<file path="src/rtl/sram_arbiter_if.sv">
// Bus bundle between the two SRAM requesters, the arbiter and the SRAM controller.
// The arbiter uses the slave view; the requester/controller side uses the master view.
interface sram_arbiter_if;
    logic        prog_mode;

    logic        a_req;
    logic        a_we;
    logic [20:0] a_addr;
    logic [7:0]  a_wd;
    logic        a_ack;
    logic [7:0]  a_rd;

    logic        b_req;
    logic        b_we;
    logic [20:0] b_addr;
    logic [7:0]  b_wd;
    logic        b_ack;
    logic [7:0]  b_rd;

    logic        mem_rd_en;
    logic        mem_wr_en;
    logic [20:0] mem_addr;
    logic [7:0]  mem_wd;
    logic [7:0]  mem_rd;

    logic        busy;
    logic        owner_b;

    modport slave (
        input  prog_mode,
        input  a_req, a_we, a_addr, a_wd,
        output a_ack, a_rd,
        input  b_req, b_we, b_addr, b_wd,
        output b_ack, b_rd,
        output mem_rd_en, mem_wr_en, mem_addr, mem_wd,
        input  mem_rd,
        output busy, owner_b
    );

    modport master (
        output prog_mode,
        output a_req, a_we, a_addr, a_wd,
        input  a_ack, a_rd,
        output b_req, b_we, b_addr, b_wd,
        input  b_ack, b_rd,
        input  mem_rd_en, mem_wr_en, mem_addr, mem_wd,
        output mem_rd,
        input  busy, owner_b
    );
endinterface

</file>
<file path="src/rtl/sram_arbiter.sv">
// Two-port arbiter in front of the SRAM access engine: NES core (A) and UART loader (B).
//
// state   | meaning
// IDLE    | pick a winner among eligible requests, latch its command
// ACCESS  | enables/address/data held for ACCESS_CYCLES cycles, read data captured at the end
// RECOVER | one enable-low cycle, owner's ack is high
module sram_arbiter #(
    parameter int ACCESS_CYCLES = 4,
    parameter int STARVE_LIMIT  = 3
) (
    input  logic           clock,
    input  logic           reset,
    sram_arbiter_if.slave  bus
);

    typedef enum logic [1:0] {
        IDLE    = 2'd0,
        ACCESS  = 2'd1,
        RECOVER = 2'd2
    } state_t;

    localparam logic [3:0] CNT_LOAD   = 4'(ACCESS_CYCLES - 1);
    localparam logic [3:0] STREAK_MAX = 4'(STARVE_LIMIT);

    state_t      state, state_n;
    logic [3:0]  cnt, cnt_n;
    logic [3:0]  streak, streak_n;

    logic        rd_en_q, rd_en_n;
    logic        wr_en_q, wr_en_n;
    logic [20:0] addr_q, addr_n;
    logic [7:0]  wd_q, wd_n;
    logic        owner_q, owner_n;
    logic        a_ack_q, a_ack_n;
    logic        b_ack_q, b_ack_n;
    logic [7:0]  a_rd_q, a_rd_n;
    logic [7:0]  b_rd_q, b_rd_n;

    logic        a_elig;
    logic        b_elig;
    logic        grant_b;
    logic        win_we;

    always_ff @(posedge clock) begin
        if (reset) begin
            state   <= IDLE;
            cnt     <= '0;
            streak  <= '0;
            rd_en_q <= 1'b0;
            wr_en_q <= 1'b0;
            addr_q  <= '0;
            wd_q    <= '0;
            owner_q <= 1'b0;
            a_ack_q <= 1'b0;
            b_ack_q <= 1'b0;
            a_rd_q  <= '0;
            b_rd_q  <= '0;
        end else begin
            state   <= state_n;
            cnt     <= cnt_n;
            streak  <= streak_n;
            rd_en_q <= rd_en_n;
            wr_en_q <= wr_en_n;
            addr_q  <= addr_n;
            wd_q    <= wd_n;
            owner_q <= owner_n;
            a_ack_q <= a_ack_n;
            b_ack_q <= b_ack_n;
            a_rd_q  <= a_rd_n;
            b_rd_q  <= b_rd_n;
        end
    end

    always_comb begin
        state_n  = state;
        cnt_n    = cnt;
        streak_n = streak;
        rd_en_n  = rd_en_q;
        wr_en_n  = wr_en_q;
        addr_n   = addr_q;
        wd_n     = wd_q;
        owner_n  = owner_q;
        a_ack_n  = 1'b0;
        b_ack_n  = 1'b0;
        a_rd_n   = a_rd_q;
        b_rd_n   = b_rd_q;

        a_elig  = bus.a_req && !bus.prog_mode;
        b_elig  = bus.b_req;
        // B only overrides an eligible A once A has used up its streak allowance.
        grant_b = b_elig && (!a_elig || (streak == STREAK_MAX));
        win_we  = grant_b ? bus.b_we : bus.a_we;

        unique case (state)
            IDLE: begin
                if (a_elig || b_elig) begin
                    state_n = ACCESS;
                    cnt_n   = CNT_LOAD;
                    owner_n = grant_b;
                    addr_n  = grant_b ? bus.b_addr : bus.a_addr;
                    wd_n    = grant_b ? bus.b_wd : bus.a_wd;
                    rd_en_n = !win_we;
                    wr_en_n = win_we;
                    if (grant_b || !bus.b_req) begin
                        streak_n = '0;
                    end else if (streak != STREAK_MAX) begin
                        streak_n = streak + 4'd1;
                    end
                end
            end
            ACCESS: begin
                if (cnt == 4'd0) begin
                    if (rd_en_q) begin
                        if (owner_q) begin
                            b_rd_n = bus.mem_rd;
                        end else begin
                            a_rd_n = bus.mem_rd;
                        end
                    end
                    rd_en_n = 1'b0;
                    wr_en_n = 1'b0;
                    a_ack_n = !owner_q;
                    b_ack_n = owner_q;
                    state_n = RECOVER;
                end else begin
                    cnt_n = cnt - 4'd1;
                end
            end
            RECOVER: begin
                state_n = IDLE;
            end
            default: begin
                state_n = IDLE;
            end
        endcase
    end

    assign bus.mem_rd_en = rd_en_q;
    assign bus.mem_wr_en = wr_en_q;
    assign bus.mem_addr  = addr_q;
    assign bus.mem_wd    = wd_q;
    assign bus.owner_b   = owner_q;
    assign bus.a_ack     = a_ack_q;
    assign bus.b_ack     = b_ack_q;
    assign bus.a_rd      = a_rd_q;
    assign bus.b_rd      = b_rd_q;
    assign bus.busy      = (state != IDLE);

endmodule

</file>
<file path="src/flat_wrapper.sv">
// flat-port wrapper written by rule: the top's interface ports become plain ports
module sram_arbiter_flat 
#(
    parameter int ACCESS_CYCLES = 4,
    parameter int STARVE_LIMIT  = 3
)
  (clock, reset, bus_prog_mode, bus_a_req, bus_a_we, bus_a_addr, bus_a_wd, bus_a_ack, bus_a_rd, bus_b_req, bus_b_we, bus_b_addr, bus_b_wd, bus_b_ack, bus_b_rd, bus_mem_rd_en, bus_mem_wr_en, bus_mem_addr, bus_mem_wd, bus_mem_rd, bus_busy, bus_owner_b);
  sram_arbiter_if bus_i ();
  input  logic clock;
  input  logic reset;
  input wire logic [$bits(bus_i.prog_mode)-1:0] bus_prog_mode;
  input wire logic [$bits(bus_i.a_req)-1:0] bus_a_req;
  input wire logic [$bits(bus_i.a_we)-1:0] bus_a_we;
  input wire logic [$bits(bus_i.a_addr)-1:0] bus_a_addr;
  input wire logic [$bits(bus_i.a_wd)-1:0] bus_a_wd;
  output wire logic [$bits(bus_i.a_ack)-1:0] bus_a_ack;
  output wire logic [$bits(bus_i.a_rd)-1:0] bus_a_rd;
  input wire logic [$bits(bus_i.b_req)-1:0] bus_b_req;
  input wire logic [$bits(bus_i.b_we)-1:0] bus_b_we;
  input wire logic [$bits(bus_i.b_addr)-1:0] bus_b_addr;
  input wire logic [$bits(bus_i.b_wd)-1:0] bus_b_wd;
  output wire logic [$bits(bus_i.b_ack)-1:0] bus_b_ack;
  output wire logic [$bits(bus_i.b_rd)-1:0] bus_b_rd;
  output wire logic [$bits(bus_i.mem_rd_en)-1:0] bus_mem_rd_en;
  output wire logic [$bits(bus_i.mem_wr_en)-1:0] bus_mem_wr_en;
  output wire logic [$bits(bus_i.mem_addr)-1:0] bus_mem_addr;
  output wire logic [$bits(bus_i.mem_wd)-1:0] bus_mem_wd;
  input wire logic [$bits(bus_i.mem_rd)-1:0] bus_mem_rd;
  output wire logic [$bits(bus_i.busy)-1:0] bus_busy;
  output wire logic [$bits(bus_i.owner_b)-1:0] bus_owner_b;
  assign bus_i.prog_mode = bus_prog_mode;
  assign bus_i.a_req = bus_a_req;
  assign bus_i.a_we = bus_a_we;
  assign bus_i.a_addr = bus_a_addr;
  assign bus_i.a_wd = bus_a_wd;
  assign bus_a_ack = bus_i.a_ack;
  assign bus_a_rd = bus_i.a_rd;
  assign bus_i.b_req = bus_b_req;
  assign bus_i.b_we = bus_b_we;
  assign bus_i.b_addr = bus_b_addr;
  assign bus_i.b_wd = bus_b_wd;
  assign bus_b_ack = bus_i.b_ack;
  assign bus_b_rd = bus_i.b_rd;
  assign bus_mem_rd_en = bus_i.mem_rd_en;
  assign bus_mem_wr_en = bus_i.mem_wr_en;
  assign bus_mem_addr = bus_i.mem_addr;
  assign bus_mem_wd = bus_i.mem_wd;
  assign bus_i.mem_rd = bus_mem_rd;
  assign bus_busy = bus_i.busy;
  assign bus_owner_b = bus_i.owner_b;
  sram_arbiter #(.ACCESS_CYCLES(ACCESS_CYCLES), .STARVE_LIMIT(STARVE_LIMIT)) u_core (.clock(clock), .reset(reset), .bus(bus_i));
endmodule
</file>
<file path="config.mk">
export PLATFORM = sky130hd
export DESIGN_NAME = sram_arbiter_flat
export DESIGN_NICKNAME = d
export VERILOG_FILES = /design/src/rtl/sram_arbiter_if.sv /design/src/rtl/sram_arbiter.sv /design/src/flat_wrapper.sv
export SDC_FILE = /design/constraint.sdc
export NUM_CORES = 1
export LEC_CHECK = 0
export ABC_AREA = 0
export CORE_AREA = 2 2 84 86
export DETAILED_ROUTE_END_ITERATION = 7
export DIE_AREA = 0 0 86 88
export PLACE_DENSITY = 0.78
export SLEW_MARGIN = 10
export SYNTH_ARGS = -nofsm -noshare
export SYNTH_HDL_FRONTEND = slang
export SYNTH_SLANG_ARGS = --single-unit
export TNS_END_PERCENT = 50
</file>
<file path="constraint.sdc">
create_clock -name clock -period 2.1 [get_ports clock]
set_input_delay 0.63 -clock clock [delete_from_list [all_inputs] [get_ports clock]]
set_output_delay 0.63 -clock clock [all_outputs]
set_load 0.01 [all_outputs]
</file>
==> metrics.md <==
| Metric | Value |
|---|---|
| Status | `complete, no violations` |
| Iteration-0 DRC Markers | `~100` |
| WP depth | `1` |
| Final nets | `496` |
| Layout cells sized above 1 | `between 10% and 20%` |
| DRC | `0` |
| Kind of critical path | `register to output port` |
| Post-DRT Antenna Nets | `0` |
| Worst Path Arrival | `1350 ps` |
| Total clock sinks | `60` |
| CP delay by family, top | `buffers and inverters` |
| Period Utilization, post-route | `between 90% and 100%` |
| Vias in the first global route | `around 2.5k` |
| Switching power | `0.893 mW` |
| Critical path endpoint category | `output port` |
| PortBufs | `123` |
| Std-Cell Rows | `30` |
| CTS Buf Count | `9` |
| Crit-path max FO | `6` |
| Largest family of logic cells by synthesized area | `simple AND/OR/NAND/NOR gates` |
| Number of warnings issued by yosys | `0` |
| Synth Area in XOR/XNOR | `0.667%` |
| H-tree depth | `3` |
| DP Cell Count | `just under 500` |
| First-pass GRT wire length | `about 11,000 um` |
| Post-CTS Setup Bufs | `0` |
| Sw frac | `27.4%` |
| CP Launch Type | `register` |
| Worst Tran Pin Value | `approximately 470 ps` |
| Clk_skew | `just under 10 ps` |
| Vias per cell | `4.97` |
| Max Cap Viol | `0` |
| Setup_tns | `0 ps` |
| Share of power burned in registers | `39.7%` |
| Reg2Reg Depth | `6` |
| Min Hold Slack | `476 ps` |
| CP Cell Sequence | `clkdlybuf4s50_1` |
| Slew headroom | `about two thirds` |
| Maximum VDD drop | `between 0.3 and 0.4 mV` |
| CP max stage cell | `clkdlybuf4s50_1` |
| Mapped cell area | `between 2000 and 3000 sq um` |
| Placed wire-length estimate | `5010 um` |
| Minimum clock period | `a little under 2000 ps` |
| Worst path required time | `about 1500 ps` |
| CTS max path bufs | `2` |
| Max-slew violations | `0` |
| Final worst setup slack | `approximately 120 ps` |
| Synth Net Count | `370` |
| Comb pwr share | `about a quarter` |
| Syn Area/Cell | `8.93 sq um` |
| Min-delay worst type | `register to register` |
| Area after DPL | `4010 sq um` |
| Core Area | `about 6600 sq um` |
| Root buffer cell | `clkbuf_8` |
| Fraction of registers with async set/reset | `0%` |
| Die Height | `slightly below 90 um` |
| Post-synthesis mux area share | `roughly 6.1%` |
| FF+latch count, synth | `60` |
| Cell area after layout | `between 4000 and 5000 sq um` |
| Number of hold violations in the final report | `0` |
| Library cells used by synthesis | `40` |
| Die ar. | `7570 sq um` |
| Worst Path Buf+Inv | `1` |
| Slowest cell delay on critical path | `~590 ps` |
| GRT overflow | `0` |
| Worst slack at placement | `-203 ps` |
| Max Freq | `a little over 0.5 GHz` |
| Pre-antenna DRT Iters | `4` |
| Io pins | `124` |
| Ys flop type | `dfxtp_1` |
| Wire per inst | `13.8 um` |
| GRT Total Usage | `18.6%` |
| TritonCTS clock tree | `yes` |
| Syn Inst Count | `roughly 290` |
| P&R area growth vs syn | `61.3%` |
| Internal power | `2.37 mW` |
| Synth Area in Simple Gates | `a little under a quarter` |
| Cell leakage power | `~1.7 nW` |
| Post-Route WL | `about 7000 um` |
| Clk slew on worst S/H paths | `70 ps` |
| Synth Area in Compound Gates | `between 10% and 20%` |
| Number of synthesized flops with an enable pin | `0` |
| Starting Density | `between 30% and 40%` |
| RD Place Congestion | `about 0.76` |
| Unrepaired setup endpoints after global routing | `no` |
| Initial antenna violation count | `0` |
| Non-Filler Instances | `just over 500` |
| Total inserted antenna cells | `0` |
| Largest net degree at the start of global routing | `60` |
| Worst-Skew Late Latency | `~330 ps` |
| Post_cts resized | `0` |
| Register area share after synthesis | `45.7%` |
| Hold path depth | `2` |
| Vias | `roughly 2.5k` |
| Final setup viols | `0` |
| Adder-cell share of the synthesized area | `under 10%` |
| Clk network pwr share | `roughly a third` |
| PwrDens | `770 nW/um^2` |
| Die W | `86 um` |
| Hold buffers post-CTS | `0` |
[power by group through the flow]
stage	logic, mW	clock network [mW]	registers (mW)
floorplan	0.347	0	1.36
global placement	0.802	0	1.32
detailed placement	0.820	0	1.32
CTS	0.823	1.18	1.30
global route	0.889	1.23	1.31
finish	0.815	1.15	1.30
[final cells by class]
| class | count | area (sq um) |
|---|---|---|
| Multi-Input combinational cell | 208 | 1290 |
| Timing Repair Buffer | 138 | 1410 |
| Clock buffer | 9 | 124 |
| Sequential cell | 60 | 1200 |
| Clock inverter | 7 | 100 |
| Inverter | 3 | 11.3 |
| Fill cell | 543 | 2410 |
| Tap cell | 80 | 100 |
[cells in the mapped netlist, types with 2 or more instances]
cell type	count	area share [%]
a211oi_1	2	0.57
a21oi_1	5	0.95
a311oi_1	17	5.7
a311oi_2	12	6.9
and2_1	2	0.48
and3b_1	3	1.0
buf_1	2	0.29
buf_2	7	1.3
buf_6	4	1.7
clkbuf_1	9	1.3
dfxtp_1	60	46
ha_1	3	1.4
inv_1	3	0.43
mux2i_1	16	6.1
nand2_1	63	9.0
nand3_1	7	1.3
nor2_1	50	7.1
nor2b_1	2	0.48
nor3_1	5	0.95
xor2_1	2	0.67
[logic make-up (layout without fill, tap and decap cells)]
logic type,after synthesis,count (layout)
AO/OA/AOI/OAI,45,45
XOR/XNOR,2,2
adder cells (fa/ha/maj),3,3
buffers and inverters,26,157
flip-flops,60,60
multiplexers,16,16
AND/OR/NAND/NOR,142,142
[per-stage QoR]
step / power (mW) / utilization (%)
3_3_place_gp: 2.12 / 60.4
4_1_cts: 3.29 / 63.8
3_5_place_dp: 2.14 / 60.4
6_report: 3.26 / 63.8
2_1_floorplan: 1.70 / -
5_1_grt: 3.43 / 63.8
[routing by layer]
layer / global-route usage, % / part of all wire [%] / wire (um)
met5: 0 / 0 / 0
met4: 8.37 / 1.9 / 133
met3: 4.62 / 5.4 / 377
met2: 33.3 / 50 / 3460
met1: 21.0 / 43 / 3010
[path summary, 6_finish.rpt]
| kind | start | endpoint | slack [ps] |
|---|---|---|---|
| max | u_core.bus.owner_b$_SDFFE_PP0P_ | bus_owner_b | 120 |
| min | u_core.streak[1]$_SDFFE_PP0P_ | u_core.streak[1]$_SDFFE_PP0P_ | 480 |
| max reg2reg | u_core.cnt[0]$_SDFFE_PP0P_ | u_core.bus.b_rd[4]$_SDFFE_PP0P_ | 230 |
| min reg2reg | u_core.streak[1]$_SDFFE_PP0P_ | u_core.streak[1]$_SDFFE_PP0P_ | 480 |
[sequential cells by signal, summed over array words and instances, names as in the netlist, 2 cells and up]
register and cells:
u_core.bus.mem_wd 8, u_core.streak 4, u_core.state 2, u_core.bus.mem_addr 21
u_core.bus.b_rd 8, u_core.cnt 4, u_core.bus.a_rd 8
[placed cells by master, fill, tap and decap left out, drive strengths merged, types with 3 or more instances in the layout]
cell type and n:
clkdlybuf4s50 122, nand2 63, dfxtp 60, nor2 50
a311oi 29, mux2i 16, buf 16, clkbuf 9
nand3 7, a21oi 5, nor3 5, inv 4
and3b 3, ha 3, clkinvlp 3
No activity file was read; power rests on OpenSTA's default activity.
